## config.mk

```make
export PLATFORM = sky130hd
export DESIGN_NAME = sram_cmd_sequencer_flat
export DESIGN_NICKNAME = d
export VERILOG_FILES = /design/src/rtl/sram_cmd_sequencer_if.sv /design/src/rtl/sram_cmd_sequencer.sv /design/src/flat_wrapper.sv
export SDC_FILE = /design/constraint.sdc
export NUM_CORES = 1
export LEC_CHECK = 0
export ABC_AREA = 0
export CAP_MARGIN = 20
export CORE_ASPECT_RATIO = 1.4
export CORE_MARGIN = 4
export CORE_UTILIZATION = 50
export DETAILED_ROUTE_END_ITERATION = 8
export PLACE_DENSITY = 0.95
export SKIP_CTS_REPAIR_TIMING = 1
export SLEW_MARGIN = 20
export SYNTH_ARGS = -nofsm -noshare
export SYNTH_HDL_FRONTEND = slang
export SYNTH_SLANG_ARGS = --single-unit
```

## constraint.sdc

```tcl
create_clock -name clk -period 1.8 [get_ports clk]
set_input_delay 0.18 -clock clk [delete_from_list [all_inputs] [get_ports clk]]
set_output_delay 0.18 -clock clk [all_outputs]
set_load 0.02 [all_outputs]
```

## src/rtl/sram_cmd_sequencer_if.sv

```systemverilog
// System-side command/response channels of the SRAM command sequencer.
// master: the requester issuing commands and consuming read responses.
// slave : the sequencer accepting commands and producing read responses.
`timescale 1ns/1ps
interface sram_cmd_sequencer_if #(
    parameter int ROWS = 16,
    parameter int COLS = 8
);
    localparam int AW = $clog2(ROWS);

    logic            cmd_valid;
    logic            cmd_ready;
    logic            cmd_write;
    logic [AW-1:0]   cmd_addr;
    logic [COLS-1:0] cmd_wdata;
    logic            rsp_valid;
    logic            rsp_ready;
    logic [COLS-1:0] rsp_rdata;
    logic            rsp_err;

    modport master (
        output cmd_valid, cmd_write, cmd_addr, cmd_wdata, rsp_ready,
        input  cmd_ready, rsp_valid, rsp_rdata, rsp_err
    );

    modport slave (
        input  cmd_valid, cmd_write, cmd_addr, cmd_wdata, rsp_ready,
        output cmd_ready, rsp_valid, rsp_rdata, rsp_err
    );
endinterface

```

## src/rtl/sram_cmd_sequencer.sv

```systemverilog
// Converts parallel read/write commands into the serial-load SRAM pin protocol.
// Writes: MSB-first serial shift (each bit held SHIFT_HOLD cycles), load pulse,
// one idle gap, then a w_en pulse. Reads: r_en pulse, wait for data_valid,
// capture data_out and hold it on the response channel until consumed.
// Optional build macro SRAM_SEQ_RD_TIMEOUT_EN bounds the read wait to
// RD_TIMEOUT cycles and reports an expired wait through rsp_err.
`timescale 1ns/1ps
module sram_cmd_sequencer #(
    parameter int ROWS       = 16,
    parameter int COLS       = 8,
    parameter int SHIFT_HOLD = 2
`ifdef SRAM_SEQ_RD_TIMEOUT_EN
    ,
    parameter int RD_TIMEOUT = 16
`endif
) (
    input  logic                    clk,
    input  logic                    arst_n,
    sram_cmd_sequencer_if.slave     bus,
    output logic                    wr_done,
    output logic                    serial_in,
    output logic                    shift,
    output logic                    load,
    output logic                    w_en,
    output logic                    r_en,
    output logic [$clog2(ROWS)-1:0] addr,
    input  logic                    data_valid,
    input  logic [COLS-1:0]         data_out
);
    localparam int BW = (COLS > 1) ? $clog2(COLS) : 1;
    localparam int HW = (SHIFT_HOLD > 1) ? $clog2(SHIFT_HOLD) : 1;
    localparam logic [BW-1:0] BIT_LAST  = BW'(COLS - 1);
    localparam logic [HW-1:0] HOLD_LAST = HW'(SHIFT_HOLD - 1);

    typedef enum logic [2:0] {
        ST_IDLE, ST_SHIFT, ST_LOAD, ST_GAP, ST_WRITE, ST_READ, ST_RD_WAIT, ST_RESP
    } state_t;

    state_t          state_q, state_d;
    logic [BW-1:0]   bit_q, bit_d;
    logic [HW-1:0]   hold_q, hold_d;
    logic [COLS-1:0] shift_buf_q, shift_buf_d;
    logic [1:0]      rst_pipe;
    logic            rst_n;
    logic            cmd_ready_q;
    logic            rsp_valid_q;
    logic [COLS-1:0] rsp_rdata_q;
    logic            accept;
    logic            in_read;
    logic            capture;
    logic            timeout_hit;

    assign accept  = bus.cmd_valid && cmd_ready_q;
    assign in_read = (state_q == ST_READ) || (state_q == ST_RD_WAIT);
    assign capture = in_read && data_valid;

    // Reset synchroniser: assertion takes effect at once, release is aligned to clk.
    always_ff @(posedge clk or negedge arst_n) begin
        if (!arst_n) rst_pipe <= '0;
        // NOTE: sequential state uses non-blocking assignment so every flop samples pre-edge values.
        else         rst_pipe <= {rst_pipe[0], 1'b1};
    end
    assign rst_n = rst_pipe[1];

    // FSM state, bit/hold counters and the latched write word.
    always_ff @(posedge clk or negedge rst_n) begin
        if (!rst_n) begin
            state_q     <= ST_IDLE;
            bit_q       <= '0;
            hold_q      <= '0;
            shift_buf_q <= '0;
        end else begin
            state_q     <= state_d;
            bit_q       <= bit_d;
            hold_q      <= hold_d;
            shift_buf_q <= shift_buf_d;
        end
    end

    // Next-state logic; pin values are derived from the next state and registered below.
    always_comb begin
        // NOTE: every variable gets a default first, so no path through the case infers a latch.
        state_d     = state_q;
        bit_d       = bit_q;
        hold_d      = hold_q;
        shift_buf_d = shift_buf_q;
        case (state_q)
            ST_IDLE: begin
                if (accept) begin
                    shift_buf_d = bus.cmd_wdata;
                    bit_d       = '0;
                    hold_d      = '0;
                    state_d     = bus.cmd_write ? ST_SHIFT : ST_READ;
                end
            end
            ST_SHIFT: begin
                if (hold_q == HOLD_LAST) begin
                    hold_d = '0;
                    if (bit_q == BIT_LAST) state_d = ST_LOAD;
                    else                   bit_d   = bit_q + BW'(1);
                end else begin
                    hold_d = hold_q + HW'(1);
                end
            end
            ST_LOAD:  state_d = ST_GAP;
            ST_GAP:   state_d = ST_WRITE;
            ST_WRITE: state_d = ST_IDLE;
            ST_READ, ST_RD_WAIT: begin
                if (capture || timeout_hit) state_d = ST_RESP;
                else                        state_d = ST_RD_WAIT;
            end
            ST_RESP: begin
                if (bus.rsp_ready) state_d = ST_IDLE;
            end
            default: state_d = ST_IDLE;
        endcase
    end

    // Registered pins and response data, so SRAM-side outputs never glitch.
    always_ff @(posedge clk or negedge rst_n) begin
        if (!rst_n) begin
            cmd_ready_q <= 1'b0;
            rsp_valid_q <= 1'b0;
            rsp_rdata_q <= '0;
            wr_done     <= 1'b0;
            serial_in   <= 1'b0;
            shift       <= 1'b0;
            load        <= 1'b0;
            w_en        <= 1'b0;
            r_en        <= 1'b0;
            addr        <= '0;
        end else begin
            cmd_ready_q <= (state_d == ST_IDLE);
            rsp_valid_q <= (state_d == ST_RESP);
            shift       <= (state_d == ST_SHIFT);
            serial_in   <= (state_d == ST_SHIFT) ? shift_buf_d[BIT_LAST - bit_d] : 1'b0;
            load        <= (state_d == ST_LOAD);
            w_en        <= (state_d == ST_WRITE);
            wr_done     <= (state_d == ST_WRITE);
            r_en        <= (state_d == ST_READ);
            if (accept)           addr        <= bus.cmd_addr;
            if (capture)          rsp_rdata_q <= data_out;
            else if (timeout_hit) rsp_rdata_q <= '1;
        end
    end

`ifdef SRAM_SEQ_RD_TIMEOUT_EN
    localparam int TW = $clog2(RD_TIMEOUT + 1);

    logic [TW-1:0] to_q;
    logic          err_q;

    // The r_en cycle counts as wait cycle 1; data_valid in the expiring cycle still wins.
    assign timeout_hit = in_read && !data_valid && (to_q == TW'(RD_TIMEOUT));

    // Read-wait counter and sticky error flag, cleared by the next accepted command.
    always_ff @(posedge clk or negedge rst_n) begin
        if (!rst_n) begin
            to_q  <= '0;
            err_q <= 1'b0;
        end else begin
            if (accept) begin
                to_q  <= TW'(1);
                err_q <= 1'b0;
            end else if (in_read) begin
                to_q <= to_q + TW'(1);
            end
            if (timeout_hit) err_q <= 1'b1;
        end
    end
    assign bus.rsp_err = err_q;
`else
    assign timeout_hit = 1'b0;
    assign bus.rsp_err = 1'b0;
`endif

    assign bus.cmd_ready = cmd_ready_q;
    assign bus.rsp_valid = rsp_valid_q;
    assign bus.rsp_rdata = rsp_rdata_q;
endmodule

```

## src/flat_wrapper.sv

```systemverilog
// flat-port wrapper written by rule: the top's interface ports become plain ports
module sram_cmd_sequencer_flat 
#(
    parameter int ROWS       = 16,
    parameter int COLS       = 8,
    parameter int SHIFT_HOLD = 2

)
  (clk, arst_n, wr_done, serial_in, shift, load, w_en, r_en, addr, data_valid, data_out, bus_cmd_valid, bus_cmd_write, bus_cmd_addr, bus_cmd_wdata, bus_rsp_ready, bus_cmd_ready, bus_rsp_valid, bus_rsp_rdata, bus_rsp_err);
  sram_cmd_sequencer_if #(.ROWS(ROWS), .COLS(COLS)) bus_i ();
  input  logic clk;
  input  logic arst_n;
  output logic wr_done;
  output logic serial_in;
  output logic shift;
  output logic load;
  output logic w_en;
  output logic r_en;
  output logic [$clog2(ROWS)-1:0] addr;
  input  logic data_valid;
  input  logic [COLS-1:0] data_out;
  input wire logic [$bits(bus_i.cmd_valid)-1:0] bus_cmd_valid;
  input wire logic [$bits(bus_i.cmd_write)-1:0] bus_cmd_write;
  input wire logic [$bits(bus_i.cmd_addr)-1:0] bus_cmd_addr;
  input wire logic [$bits(bus_i.cmd_wdata)-1:0] bus_cmd_wdata;
  input wire logic [$bits(bus_i.rsp_ready)-1:0] bus_rsp_ready;
  output wire logic [$bits(bus_i.cmd_ready)-1:0] bus_cmd_ready;
  output wire logic [$bits(bus_i.rsp_valid)-1:0] bus_rsp_valid;
  output wire logic [$bits(bus_i.rsp_rdata)-1:0] bus_rsp_rdata;
  output wire logic [$bits(bus_i.rsp_err)-1:0] bus_rsp_err;
  assign bus_i.cmd_valid = bus_cmd_valid;
  assign bus_i.cmd_write = bus_cmd_write;
  assign bus_i.cmd_addr = bus_cmd_addr;
  assign bus_i.cmd_wdata = bus_cmd_wdata;
  assign bus_i.rsp_ready = bus_rsp_ready;
  assign bus_cmd_ready = bus_i.cmd_ready;
  assign bus_rsp_valid = bus_i.rsp_valid;
  assign bus_rsp_rdata = bus_i.rsp_rdata;
  assign bus_rsp_err = bus_i.rsp_err;
  sram_cmd_sequencer #(.ROWS(ROWS), .COLS(COLS), .SHIFT_HOLD(SHIFT_HOLD)) u_core (.clk(clk), .arst_n(arst_n), .bus(bus_i), .wr_done(wr_done), .serial_in(serial_in), .shift(shift), .load(load), .w_en(w_en), .r_en(r_en), .addr(addr), .data_valid(data_valid), .data_out(data_out));
endmodule
```

# Yosys cells after proc, flatten, opt, wreduce, memory -nomap -nowiden
# Cells that the tools add are included.
word_totals:
  in_bits: 26
  word_cells: 59
  out_inout_bits: 21
  reg_bits: 36
classes:
  n_lt_le_gt_ge: 1
  n_eq_ne: 14
  n_reduce_logical: 8
  muxes: 19
  n_addsub: 3
op_table:
  columns: ["operator", "n"]
  rows:
  - ["$eq 3x3->1 const B", 8]
  - ["$mux 3", 8]
  - ["$pmux 3 s7", 1]
  - ["$mux 8", 2]
  - ["$eq 3x2->1 const B", 3]
  - ["$eq 3x1->1 const B", 2]
  - ["$logic_not 3->1", 2]
  - ["$pmux 3 s2", 1]
  - ["$mux 1", 5]
  - ["$lt 3x4->1 const B", 1]
  - ["$add 3x1->3 const B", 1]
  - ["$bmux 1 s3", 1]
  - ["$sub 3x3->3 const A", 1]
  - ["$logic_and 1x1->1", 2]
  - ["$ne 2x1->1 const B", 1]
  - ["$pmux 1 s2", 1]
  - ["$reduce_and 2->1", 1]
  - ["$reduce_bool 2->1", 1]
  - ["$reduce_or 2->1", 1]
  - ["$add 1x1->1 const B", 1]
  - ["$logic_or 1x1->1", 1]

# Logic depth before layout (Yosys ltp)
logic_depth:
  word_depth: 8
  ltp_mapped: 7
  mapped_depth_nobuf: 6

# Worst setup path after synthesis
# No wires, ideal clock.
synth_path:
  path_type: "register to register"
  startpoint: "reg u_core.bit_q[1]"
  endpoint: "reg u_core.serial_in"
  stages_incl_launch_ff: 8
  synth_period_minus_slack_ns: 1.845
  path_buffers: 1
  required_ns: 1.716
  path_slack_ns: -0.045
  setup_ns: 0.084
  arrival_time_ns: 1.761
  path_cell_list: "dfrtp_1 -> ha_1 -> buf_2 -> nand2_1 -> nor3b_2 -> or3b_1 -> a311o_1 -> a41oi_2"
synth_via:
  elab_chain_cells: 8
  elab_cells_between_ends: 14
  classes_between: "2 x add/sub; 2 x eq/ne; 10 x mux"
synth_rtl:
  columns: ["element", "line_no", "source"]
  rows:
  - ["from (decl)", "sram_cmd_sequencer.sv:40", "logic [BW-1:0] bit_q, bit_d;"]
  - ["from (signal assigned)", "sram_cmd_sequencer.sv:74", "bit_q <= bit_d;"]
  - ["$add 3x1->3 / $eq 3x3->1 (equally long branches)", "sram_cmd_sequencer.sv:100, sram_cmd_sequencer.sv:99", null]
  - ["$mux 3", "sram_cmd_sequencer.sv:99", "if (bit_q == BIT_LAST) state_d = ST_LOAD;"]
  - ["$mux 3", "sram_cmd_sequencer.sv:97", "if (hold_q == HOLD_LAST) begin"]
  - ["$pmux 3 s2", "sram_cmd_sequencer.sv:87", "case (state_q)"]
  - ["$sub 3x3->3", "sram_cmd_sequencer.sv:136", "serial_in <= (state_d == ST_SHIFT) ? shift_buf_d[BIT_LAST - bit_d] : 1'b0;"]
  - ["$bmux 1 s3", "sram_cmd_sequencer.sv:136", null]
  - ["$mux 1 (implied by the code)", "sram_cmd_sequencer.sv:136", null]
  - ["$mux 1 *", "sram_cmd_sequencer.sv:136", null]
  - ["to (signal assigned)", "sram_cmd_sequencer.sv:136", null]
  - ["to (decl)", "sram_cmd_sequencer.sv:21", "output logic serial_in,"]
# Every way passes the cells marked *; elsewhere a longest branch is shown, timed or not. The select of a mux whose other input is x is not followed.
# A chain may end at the register's enable or synchronous reset.

# Worst setup path after layout
layout_path:
  startpoint: "reg u_core.state_q[0]"
  endpoint: "reg u_core.serial_in"
layout_via:
  elab_chain_cells: 7
  elab_cells_between_ends: 24
  classes_between: "1 x add/sub; 8 x eq/ne; 11 x mux; 4 x reduce/logical"
layout_rtl:
  columns: ["element", "line_no", "source"]
  rows:
  - ["from (decl)", "sram_cmd_sequencer.sv:39", "state_t state_q, state_d;"]
  - ["from (signal assigned)", "sram_cmd_sequencer.sv:73", "state_q <= state_d;"]
  - ["parallel branches: the longest is 6 deep, another holds $sub 3x3->3", null, null]
  - ["$mux 1 *", "sram_cmd_sequencer.sv:136", null]
# Every way passes the cells marked *. The select of a mux whose other input is x is not followed.

==> impl_metrics.csv <==
group,metric,value,unit
status,run_status,"finished, violations left",
status,failed_checks,"setup timing",
floorplanning,die_y,75.6,um
sta,timing.final.ws_setup,-137,ps
synthesis,synthTopCellsByArea,"sky130_fd_sc_hd__dfrtp_1 55%, sky130_fd_sc_hd__mux2_2 9.7%, sky130_fd_sc_hd__nand2_1 6.0%",
layout,area_growth,49.2,%
synthesis,area_share_of_fa_ha_maj_cells_after_synthesis,0.767,%
setup_path,ff2ff_setup_slack,-140,ps
setup_path,worstSetupEndpointType,"flop",
place,place_hpwl,3290,um
setup_path,crit-reg2reg-capture,"u_core.serial_in",
power,static-leakage-power,1.09,nW
floorplanning,die_w,56.3,um
cts,tritoncts,"done",
synthesis,avgSynthCellArea,10.9,um^2
global_routing,first_global_vias,1531,
synthesis,synth_top_flop_cell,"sky130_fd_sc_hd__dfrtp_1",
drt,met3RoutedLength,419,um
drt,avgRoutedWirePerCell,18.8,um
sta,final.min_clock_period,1940,ps
setup_path,worstPathRequired,1950,ps
setup_path,startpoint,"u_core.state_q[0]",
setup_path,cp.arrival,2090,ps
run,timing.max_cap.violations,0,
synthesis,asyncSetResetFlopFracSynth,100,%
synthesis,synth-compound-area-share,12.5,%
synthesis,ys.warnings.count,0,
synthesis,synth-simple-area-share,16.3,%
layout,finalInstanceArea,2430,um^2
power,power_total,0.00434,W
cts,clk_pin_slew,60,ps
global_routing,grt_pass1_wl,7120,um
setup_path,critical_path.max_fanout,6,
synthesis,postSynthNetCount,176,
power,power.ir.vdd_worst,1.44,mV
drt,route.vias.total,1518,
drt,detailedRoute.firstIterationViolations,126,
floorplanning,core_region_area,3120,um^2
synthesis,synth_top_cell_by_area,"sky130_fd_sc_hd__dfrtp_1",
layout,layout.cells.most_common,"sky130_fd_sc_hd__clkdlybuf4s50_1",
floorplanning,fp.dieArea,4250,um^2
drt,detailedRoute.firstPassIterationCount,5,
drt,topRoutingLayerUsed,"met4",
sta,finalSetupViolations,2,
synthesis,synthesized_cell_area,1630,um^2
global_routing,globalRouteOverflowTotal,0,
drt,wl_met1,1600,um
place,placed_cells,247,
layout,final_cell_count_no_fill,258,
power,power_density,1790,nW/um^2
layout,layout.nets,246,
sta,max_clock_freq,516,MHz
global_routing,grt_start_max_net_pins,31,
setup_path,worst-r2r-cell-count,5,
setup_path,timing.setup.critical_path_class,"reg2reg",
layout,num_antenna_cells,0,
cts,clock-root-buffer,"sky130_fd_sc_hd__clkbuf_8",
place,detailed_place.area,2260,um^2
synthesis,synthCells,149,
sta,skew,10.1,ps
sta,unrepaired_setup_endpoints_after_global_routing,"yes",
drt,wirelength,4860,um
layout,most_frequent_cells_in_the_layout,"45 x sky130_fd_sc_hd__clkdlybuf4s50_1, 33 x sky130_fd_sc_hd__dfrtp_1, 26 x sky130_fd_sc_hd__buf_4",
cts,clock_insertion_delay_worst_skew,290,ps
synthesis,synth_xor_area_share,1.07,%
cts,cts_buffer_depth,2,
cts,cts_made_buffers,5,
synthesis,post-synth-top-area-fraction,55.3,%
setup_path,timing.rr.start,"u_core.state_q[0]",
synthesis,number_of_enable_flip_flop_cells_after_synthesis,0,
sta,final-max-slew-violation-count,0,
layout,final_layout_size_suffix_gt1_share,28.8,%
synthesis,dominant_combinational_cell_family_by_area_after_synthesis,"simple AND/OR/NAND/NOR gates",
sta,hold_viol_final,0,
hold_path,timing.hold.worst.class,"in2async",
cts,numClockSinks,36,
global_routing,track_usage,22.3,%
cts,cts_htree_levels,2,
place,io_buffers,45,
global_routing,antenna_found_initial,0,
drt,drc_errors,0,
sta,final_min_period_over_clock_period,108,%
drt,drt.antenna.violating_nets,0,
synthesis,yosys_register_bits,36,
place,gp_congestion,0.951,
floorplanning,std_cell_rows,24,
floorplanning,pin_count,47,
drt,met2RoutedLength,2630,um
place,detailedPlace.worstSlack,-75.4,ps
synthesis,ys_types,39,
setup_path,start_kind,"flop",
synthesis,synthMuxAreaShare,9.67,%
floorplanning,effective_utilization_at_floorplan,52.2,%
drt,post_drt_via_cell_ratio,5.88,
synthesis,seq_total_area_yosys,55.3,%
-- registers in the layout, summed over array words and instances, names as in the netlist --
register              cells
u_core.bit_q              3
u_core.bus.rsp_valid      1
u_core.load               1
u_core.shift              1
u_core.shift_buf_q        8
u_core.hold_q             1
u_core.bus.cmd_ready      1
u_core.addr               4
u_core.wr_done            1
u_core.r_en               1
u_core.state_q            3
u_core.serial_in          1
u_core.bus.rsp_rdata      8
u_core.rst_pipe           2
-- worst max-delay path: stages, from the launching register on --
cell                        delay (ps)
sky130_fd_sc_hd__dfrtp_2           450
sky130_fd_sc_hd__nor3b_1           180
sky130_fd_sc_hd__a31oi_1           340
sky130_fd_sc_hd__mux2_2            390
sky130_fd_sc_hd__o2111ai_1         290
sky130_fd_sc_hd__a41oi_2           150
-- how the worst max path moves through the flow --
stage,endpoint,slack [ps]
after floorplan,u_core.serial_in,3
after global placement,u_core.serial_in,10
after detailed placement,u_core.serial_in,-80
after CTS,u_core.serial_in,-110
after global routing,u_core.serial_in,-200
final,u_core.serial_in,-140
-- per-layer routing --
metal | global-route usage, % | vias up
met5 | 0 | -
met4 | 11.9 | 0
met3 | 6.44 | 24
met2 | 41.2 | 107
met1 | 23.1 | 728
li1 | - | 659
-- power by group --
group	leakage [nW]	internal (W)	switching [W]
registers	0.448	0.00115	0.000254
logic	0.597	0.00122	0.00119
clock network	0.0410	0.000263	0.000267
-- stage by stage --
| step | hold WS, ps | util, % | TNS [ps] |
|---|---|---|---|
| floorplan | -116 | - | 0 |
| global placement | 63.3 | 72.5 | 0 |
| detailed placement | 73.0 | 72.5 | -135 |
| CTS | 51.4 | 75.0 | -111 |
| global route | 42.5 | 77.9 | -290 |
| finish | 54.2 | 77.9 | -153 |
-- cells in the mapped netlist (all sizes together) (2+ instances only) --
cell    instances
o22ai           3
or3b            2
inv             4
a31oi           2
and3            2
nand2          26
clkbuf          5
and2            2
a311o           2
nor3b           3
mux2           14
nand3           3
xor2            2
a21oi           6
conb            2
o21ai           7
buf             5
nor2            5
dfrtp          36
-- final cells by class --
cell class	instances	area, um^2
Inverter	4	15.0
Clock buffer	6	72.6
Multi-Input combinational cell	99	718
Tap cell	39	48.8
Sequential cell	36	905
Fill cell	181	691
Timing Repair Buffer	73	668
Clock inverter	1	5.00
-- logic make-up after synthesis --
group                      count (synthesis)
AOI/OAI and AO/OA                         29
xor gates and xnor gates                   2
adders and majority gates                  1
buffers and inverters                     14
DFF                                       36
muxes                                     14
other                                      2
and+or+nand+nor                           51
No activity file was read; power rests on OpenSTA's default activity.
